**config.mk**
```make
export PLATFORM = sky130hd
export DESIGN_NAME = ppu_line_buf
export DESIGN_NICKNAME = d
export VERILOG_FILES = /design/src/rtl/ppu_pkg.sv /design/src/rtl/ppu_line_ram.sv /design/src/rtl/ppu_line_buf.sv
export SDC_FILE = /design/constraint.sdc
export NUM_CORES = 2
export LEC_CHECK = 0
export ABC_AREA = 1
export BUFFER_PORTS_ARGS = -buffer_cell sky130_fd_sc_hd__buf_2
export CAP_MARGIN = 20
export CORE_MARGIN = 2
export CORE_UTILIZATION = 47
export CTS_CLUSTER_SIZE = 20
export DETAILED_ROUTE_END_ITERATION = 8
export SYNTH_ARGS = -nofsm -noshare
export SYNTH_HDL_FRONTEND = slang
export SYNTH_HIERARCHICAL = 1
export SYNTH_SLANG_ARGS = --single-unit
```
**constraint.sdc**
```tcl
create_clock -name clk_in -period 3 [get_ports clk_in]
set_input_delay 0 -clock clk_in [delete_from_list [all_inputs] [get_ports clk_in]]
set_output_delay 0 -clock clk_in [all_outputs]
set_load 0.01 [all_outputs]
```
**src/rtl/ppu_pkg.sv**
```systemverilog
// ---------------------------------------------------------------------------
// ppu_pkg
// Shared constants and types for the PPU scanline buffer.
//   LINE_W    pixels per NES line (power of two)
//   IDX_W     system palette index width
//   FILL_IDX  index shown when no completed line is available (black)
//   CNT_W     underrun counter width
//   NES_H     visible NES lines; the renderer ignores requests at or above it
//   wr_state_t  renderer-side fill state (FILL = accepting, DONE = line full)
// ---------------------------------------------------------------------------
package ppu_pkg;

    localparam int LINE_W = 256;
    localparam int ADDR_W = $clog2(LINE_W);
    localparam int PTR_W  = ADDR_W + 1;
    localparam int IDX_W  = 6;
    localparam int CNT_W  = 8;
    localparam int NES_H  = 240;

    localparam logic [IDX_W-1:0] FILL_IDX = 6'h0f;

    typedef enum logic {
        FILL = 1'b0,
        DONE = 1'b1
    } wr_state_t;

    // True when a 10-bit NES x coordinate falls inside the stored line.
    function automatic logic x_in_line(input logic [9:0] x);
        return x < 10'(LINE_W);
    endfunction

endpackage

```
**src/rtl/ppu_line_ram.sv**
```systemverilog
// ---------------------------------------------------------------------------
// ppu_line_ram
// Simple dual-port line memory holding both ping-pong banks
// (2*LINE_W x IDX_W). Address MSB selects the bank, low bits the NES x.
// Contents are not reset; written data is only read after a full line swap.
//   clk_in   system clock
//   wr_en    write strobe
//   wr_addr  {bank, x} write address
//   wr_data  palette index to store
//   rd_addr  {bank, x} read address
//   rd_data  registered read data (one clock after rd_addr)
// ---------------------------------------------------------------------------
module ppu_line_ram
    import ppu_pkg::*;
(
    input  logic              clk_in,
    input  logic              wr_en,
    input  logic [ADDR_W:0]   wr_addr,
    input  logic [IDX_W-1:0]  wr_data,
    input  logic [ADDR_W:0]   rd_addr,
    output logic [IDX_W-1:0]  rd_data
);

    logic [IDX_W-1:0] mem [2*LINE_W];

    // Plain synchronous write plus registered read so the memory maps onto
    // a block RAM with no reset and no read-during-write bypass needed
    // (the two banks are never the same).
    always_ff @(posedge clk_in) begin
        if (wr_en) begin
            mem[wr_addr] <= wr_data;
        end
        rd_data <= mem[rd_addr];
    end

endmodule

```
**src/rtl/ppu_line_buf.sv**
```systemverilog
// ---------------------------------------------------------------------------
// ppu_line_buf
// Ping-pong scanline buffer between the PPU renderer and the VGA block.
// The renderer fills the write bank through a valid/ready handshake; the VGA
// side reads the other bank by NES x. Banks swap whenever the VGA NES y
// changes. An incomplete line at swap time is dropped and counted as an
// underrun, and the previous line repeats on screen.
//   clk_in               system clock
//   rst_n_in             asynchronous active-low reset
//   wr_valid_in          renderer pixel valid
//   wr_ready_out         buffer can accept a pixel
//   wr_idx_in            renderer palette index
//   wr_line_out          NES line the renderer must produce next
//   fill_start_out       1-clk pulse when a new fill begins
//   nes_x_in / nes_y_in  VGA-side NES coordinates
//   sys_palette_idx_out  palette index to VGA (1-clk read latency)
//   underrun_out         1-clk pulse: swap hit an incomplete line
//   underrun_cnt_out     saturating underrun count
// ---------------------------------------------------------------------------
module ppu_line_buf
    import ppu_pkg::*;
(
    input  logic              clk_in,
    input  logic              rst_n_in,
    input  logic              wr_valid_in,
    output logic              wr_ready_out,
    input  logic [IDX_W-1:0]  wr_idx_in,
    output logic [9:0]        wr_line_out,
    output logic              fill_start_out,
    input  logic [9:0]        nes_x_in,
    input  logic [9:0]        nes_y_in,
    output logic [IDX_W-1:0]  sys_palette_idx_out,
    output logic              underrun_out,
    output logic [CNT_W-1:0]  underrun_cnt_out
);

    logic [1:0]        rst_sync_q;
    logic              rst_n;
    wr_state_t         state_q;
    wr_state_t         state_d;
    logic [PTR_W-1:0]  wr_ptr_q;
    logic              rd_bank_q;
    logic              rd_valid_q;
    logic              rd_hit_q;
    logic [9:0]        q_nes_y;
    logic              accept;
    logic              last_pix;
    logic              line_complete;
    logic              swap;
    logic [IDX_W-1:0]  ram_rd_data;

    // Reset asserts asynchronously but releases on a clock edge, so every
    // flop below leaves reset in the same cycle.
    always_ff @(posedge clk_in or negedge rst_n_in) begin
        if (!rst_n_in) begin
            rst_sync_q <= 2'b00;
        end else begin
            rst_sync_q <= {rst_sync_q[0], 1'b1};
        end
    end

    assign rst_n = rst_sync_q[1];

    // A line counts as complete if it was already full, or if its last pixel
    // is accepted in the same cycle as the swap.
    assign accept        = wr_valid_in && (state_q == FILL);
    assign last_pix      = accept && (wr_ptr_q == PTR_W'(LINE_W - 1));
    assign line_complete = (state_q == DONE) || last_pix;
    assign swap          = (nes_y_in != q_nes_y);

    // Fill state register.
    always_ff @(posedge clk_in or negedge rst_n) begin
        if (!rst_n) begin
            state_q <= FILL;
        end else begin
            state_q <= state_d;
        end
    end

    // Next-state and handshake: a swap always restarts the fill, otherwise
    // the line closes on its last accepted pixel.
    always_comb begin
        state_d      = state_q;
        wr_ready_out = 1'b0;
        case (state_q)
            FILL: begin
                wr_ready_out = 1'b1;
                if (last_pix) begin
                    state_d = DONE;
                end
            end
            DONE: begin
                wr_ready_out = 1'b0;
            end
            default: begin
                state_d = FILL;
            end
        endcase
        if (swap) begin
            state_d = FILL;
        end
    end

    // Write pointer: counts accepted pixels and parks at LINE_W when full;
    // any swap discards what was written and starts over.
    always_ff @(posedge clk_in or negedge rst_n) begin
        if (!rst_n) begin
            wr_ptr_q <= '0;
        end else if (swap) begin
            wr_ptr_q <= '0;
        end else if (accept) begin
            wr_ptr_q <= wr_ptr_q + 1'b1;
        end
    end

    // Swap handling: complete lines flip the banks, incomplete ones leave the
    // read bank alone and bump the saturating underrun counter. The renderer
    // is told which line to produce next.
    always_ff @(posedge clk_in or negedge rst_n) begin
        if (!rst_n) begin
            rd_bank_q        <= 1'b0;
            rd_valid_q       <= 1'b0;
            q_nes_y          <= '0;
            wr_line_out      <= 10'd1;
            fill_start_out   <= 1'b0;
            underrun_out     <= 1'b0;
            underrun_cnt_out <= '0;
        end else begin
            q_nes_y        <= nes_y_in;
            fill_start_out <= swap;
            underrun_out   <= swap && !line_complete;
            if (swap) begin
                wr_line_out <= nes_y_in + 10'd1;
                if (line_complete) begin
                    rd_bank_q  <= ~rd_bank_q;
                    rd_valid_q <= 1'b1;
                end else if (underrun_cnt_out != '1) begin
                    underrun_cnt_out <= underrun_cnt_out + 1'b1;
                end
            end
        end
    end

    // Read qualifier, aligned with the RAM's registered read data. It uses
    // the bank selection of the current cycle, so a read in the swap cycle
    // still comes from the old bank.
    always_ff @(posedge clk_in or negedge rst_n) begin
        if (!rst_n) begin
            rd_hit_q <= 1'b0;
        end else begin
            rd_hit_q <= rd_valid_q && x_in_line(nes_x_in);
        end
    end

    ppu_line_ram u_ram (
        .clk_in  (clk_in),
        .wr_en   (accept),
        .wr_addr ({~rd_bank_q, wr_ptr_q[ADDR_W-1:0]}),
        .wr_data (wr_idx_in),
        .rd_addr ({rd_bank_q, nes_x_in[ADDR_W-1:0]}),
        .rd_data (ram_rd_data)
    );

    assign sys_palette_idx_out = rd_hit_q ? ram_rd_data : FILL_IDX;

endmodule

```
* After elaboration in Yosys (flattened, before gate mapping)
Memories as Yosys holds them, arrays and structs flattened. A register that Yosys moved wholly into a read port is not among the register bits. Cells that the tools add are included.
Storage, ports and cells: flip-flop bits (word level) 45, bits in latches 0, RAM bits 3072, ROM bits 0, output and inout bits 27, memories kept 1
Memory list:
- u_ram.mem | words 512, width 6, read ports 1, clocked after memory_dff 1, write ports 1, RTL line ppu_line_ram.sv:24 | logic [IDX_W-1:0] mem [2*LINE_W];
Cells by class: add/subtract/negate cells 3, multiply operators 0, div/mod/pow operators 0, order comparisons 1, equal/unequal tests 3, shift-type cells 0, multiplexer cells 9, bitwise operators 3, reduce and logical (&&, ||, !) cells 9
Operators by type and width (count):
- 9-bit two-way mux | 2
- 10-bit by 1-bit adder with 10-bit output, second input constant | 1
- 10-bit by 9-bit < comparator with 1-bit output, second input constant | 1
- 10-bit != test | 1
- 9-bit by 1-bit adder with 9-bit output, second input constant | 1
- 9-bit by 8-bit equality test with 1-bit output, second input constant | 1
- 8-bit by 1-bit adder with 8-bit output, second input constant | 1
- 8-bit != test, second input constant | 1
- 6-bit two-way mux | 1
- 1-bit two-way mux | 5
- 1-bit logical AND | 4
- 1-bit inverter | 3
- 3-bit AND reduction | 1
- 1-bit one-hot mux with 2 select lines | 1
- 2-bit AND reduction | 1
- 2-bit nonzero test | 1
- 1-bit zero test | 1
- 1-bit logical OR | 1

* Depth between registers and ports, before layout
word-level depth 6, gate-level depth with buffers 15

* Cells and area by module
Netlist, hierarchy kept.
By module, submodules not included:
- ppu_line_ram | times used 1, cells each 10592, area an instance 125416.5 µm², sequential area each 92368.6 µm²
- ppu_line_buf | times used 1, cells each 269, area an instance 2275.9 µm², sequential area each 1127.3 µm²

* Worst setup path after synthesis
OpenSTA, ideal clock, no wires.
path kind register to register, start register state_q, end memory u_ram.mem[504][0], enable pin, library setup time 350 ps, data arrival time 1786 ps, required time 2650 ps, setup slack 864 ps, stages on the path, launching flop included 9, buffers on the path 1, clock period less this slack 2136 ps, cell sequence dfrtp_1 > inv_1 > nand2_1 > inv_1 > inv_1 > nor3_1 > nand2_1 > buf_1 > nor2_1
On the way: cells in the longest elaborated chain, start to end 4
RTL lines:
- from (decl) | RTL line ppu_line_buf.sv:39 | wr_state_t state_q;
- from (signal assigned) | RTL line ppu_line_buf.sv:76 | state_q <= state_d;
- 1-bit inverter
- 1-bit logical AND | RTL line ppu_line_buf.sv:66 | assign accept = wr_valid_in && (state_q == FILL);
- named net accept | RTL line ppu_line_buf.sv:46 | logic accept;
- 1-bit two-way mux | RTL line ppu_line_ram.sv:30 | if (wr_en) begin
- 1-bit two-way mux (implied by the code) | RTL line ppu_line_ram.sv:31 | mem[wr_addr] <= wr_data;
- to (decl) | RTL line ppu_line_ram.sv:24
The timed path passes the listed nets, and every way through them passes these cells.

* Final worst setup path
start register rd_bank_q, end memory u_ram.mem[478][4], enable pin
On the way: cells in the longest elaborated chain, start to end 1
RTL lines:
- from (decl) | RTL line ppu_line_buf.sv:42 | logic rd_bank_q;
- from (signal assigned) | RTL line ppu_line_buf.sv:135 | rd_bank_q <= ~rd_bank_q;
- 1-bit inverter | RTL line ppu_line_buf.sv:158 | .wr_addr ({~rd_bank_q, wr_ptr_q[ADDR_W-1:0]}),
Every way passes these cells.

==> run metrics <==
Gate Count Post-Synth 10900; Filler cells 22800; Post-Syn Nets 10900; PwrDens 649 nW/um^2; R2R Setup Slk 0.32 ns; WS Path Type reg -> reg; Clock Sinks 3123; final setup skew 0.0670 ns; gr ovfl total 0; yosys warns 6; worst r2r src rd_bank_q$_DFFE_PN0P_; antenna viol nets, final 0; die height 525 um; maximum vdd drop 535 uV; Worst-Margin Slew 1.42 ns; largest net degree at the start of global routing 221; clock slew at reported path FFs 0.06 ns; fin crit period 2.68 ns; first-pass GRT wire length 529000 um; gpl congestion 0.873; Pleak 50.2 nW; Crit path required time 3.47 ns; Hold Path End u_ram/rd_data[4]$_DFF_P_; fin crit share 89.5%; reg2reg end u_ram/mem[478][4]$_DFFE_PP_; reg2reg path depth 7; Final Hold Vio Count 0; Crit Path Max Fanout 16; DRT iter0 DRCs 10700; H-tree depth 5; I/O Buffers 55; drt pass-1 iters 6; Rows 191; Post-synth EDFFs 3072; Synth cell types 38; Total GRT Usage 25.3%; final setup TNS 0 ns; crit start category flop; WL/cell 24.3 um; Final Non-Filler Cells 14700; Synth Cell Area 128000 um^2; # Post-CTS Setup Buffers 0; post-synthesis sequential area ratio 73.2%; DR vias 85100; Via density 5.79; drc violations 0; TritonCTS clock tree built; Nets 10900; Most used DFF post-synth edfxtp_1; maximum clock insertion buffer count 4; # Max-Cap Violations 0; root buf cell clkbuf_16; Post-DP HPWL 207000 um; CTS Buf Count 331; synthesized area per cell 11.8 um^2; vias in the first global route 82200; Hold Path Depth 6; Pwr Total 93.2 mW; initial core utilization 47.2%; dpl cells 14100; core area 271000 um^2; worst hold path startpoint nes_x_in[5]; share of layout cells above drive strength 1 8.04%; status finished clean; Area Overhead vs Synth 12.6%; FMAX 0.373 GHz; die area 276000 um^2; ys async rst share 1.44%; Worst EP arrival 3.16 ns; Seq cells post-synth 3123; worst-skew pair later-pin latency 0.91 ns; initial antenna violation count 9; Hold WC Path Type in -> reg; # setup viols final 0; max-slew violation count 0; unrepaired setup endpoints after global routing false; die span in x 525 um; Ports 56; Util after Layout 53.1%; Routed WL 357000 um; Setup crit end kind flop; slew margin rel. 5.47%
-- critical path, cell delays in order, from the launching register on --
cell and delay, ns:
dfrtp_1 0.37, inv_1 0.16, inv_1 0.11, nor3_1 0.40, buf_4 0.29, nand2_1 0.07, buf_4 0.22, nor2_1 0.59
-- metal layers --
| layer | wire, um | part of all wire [%] | up-vias | track usage, % |
|---|---|---|---|---|
| li1 | - | - | 38600 | - |
| met1 | 147000 | 41 | 42100 | 35.8 |
| met2 | 168000 | 47 | 3842 | 40.6 |
| met3 | 30500 | 8.5 | 589 | 3.51 |
| met4 | 11600 | 3.2 | 0 | 8.29 |
| met5 | 0 | 0 | - | 0 |
-- through the flow --
step | setup WS [ns] | cell area (um^2) | hold slack (ns)
after global routing | 0.120 | 144000 | 0.0181
after CTS | 0.326 | 144000 | 0.000868
after global placement | 0.102 | 133000 | -0.216
final | 0.316 | 144000 | 0.0406
after floorplan | 0.864 | 128000 | -0.296
after detailed placement | 0.114 | 133000 | -0.214
-- worst max path at each step --
stage	from	end	slack, ns	depth (start not counted)
after floorplan	state_q$_DFF_PN0_	u_ram/mem[504][0]$_DFFE_PP_	0.86	8
after global placement	nes_x_in[0]	u_ram/rd_data[0]$_DFF_P_	0.10	14
after detailed placement	nes_x_in[0]	u_ram/rd_data[0]$_DFF_P_	0.11	14
after CTS	rd_bank_q$_DFFE_PN0P_	u_ram/mem[478][4]$_DFFE_PP_	0.33	7
after global routing	wr_ptr_q[7]$_DFFE_PN0P_	u_ram/mem[226][5]$_DFFE_PP_	0.12	7
final	rd_bank_q$_DFFE_PN0P_	u_ram/mem[478][4]$_DFFE_PP_	0.32	7
-- layout by cell type (no fill, tap or decap), types with 27 or more instances in the layout --
| cell type | synthesis | final |
|---|---|---|
| edfxtp_1 | 3072 | 3072 |
| clkinv_1 | 2 | 75 |
| nand2_1 | 3214 | 3199 |
| clkbuf_1 | 143 | 71 |
| buf_2 | 428 | 43 |
| dfrtp_1 | 44 | 43 |
| buf_4 | 81 | 241 |
| nor2_1 | 535 | 535 |
| nand3_1 | 3071 | 3071 |
| clkinv_2 | 0 | 56 |
| bufinv_16 | 0 | 27 |
| dlygate4sd3_1 | 0 | 36 |
| buf_12 | 1 | 120 |
| inv_1 | 72 | 70 |
| clkbuf_16 | 0 | 339 |
-- state kept, by name, indices dropped and copies added (netlist names) --
name / flops
rd_bank_q: 1
underrun_out: 1
u_ram/rd_data: 6
state_q: 1
wr_ptr_q: 9
rst_sync_q: 2
rd_valid_q: 1
wr_line_out: 10
q_nes_y: 10
underrun_cnt_out: 8
rd_hit_q: 1
fill_start_out: 1
u_ram/mem: 3072
-- cell families (layout without fill, tap and decap cells) --
logic type | Yosys count | in the layout | synth area share, %
and+or+nand+nor | 6860 | 6860 | 23.3
DFF | 3123 | 3123 | 73.2
buffers and inverters | 841 | 1116 | 3.28
adders and majority gates | 4 | 4 | 0.0392
AOI/OAI and AO/OA | 15 | 15 | 0.0647
xor gates and xnor gates | 17 | 17 | 0.117
other | 1 | 5 | 0.00294
-- layout make-up --
class,instances,area (um^2),share of cell area [%]
diodes,4,10.0,0.00696
flip-flops and latches,3123,93500,65.1
clock inverters,177,1600,1.11
well taps,3570,4470,3.11
clock buffers,410,8750,6.09
multi-input cells,6897,30100,21.0
repair buffers,450,4940,3.43
inverters,79,339,0.236
-- synth_stat cells, types with 14 or more instances --
cell type  instances  area [um^2]
nand3_1         3071        15400
nor3_1            14         70.1
buf_2            428         2140
dfrtp_1           44         1100
edfxtp_1        3072        92200
nor2_1           535         2010
buf_4             81          608
buf_1             85          319
nand2_1         3214        12100
inv_1             72          270
buf_6             23          259
clkbuf_1         143          537
-- timing repair --
item / in CTS / in global routing
endpoints found under the setup margin: 0 / 0
gates resized for setup: 0 / 0
hold endpoints to repair: 2640 / 0
hold buffers: 36 / 0
-- power by group --
| group | leakage [nW] | switching [mW] | internal [mW] |
|---|---|---|---|
| Sequential | 28.2 | 0.0872 | 48.0 |
| Clock | 5.06 | 16.5 | 23.0 |
| Combinational | 17.0 | 4.08 | 1.52 |
| Total | 50.2 | 20.7 | 72.5 |
Power figures use the tool's default switching activity.
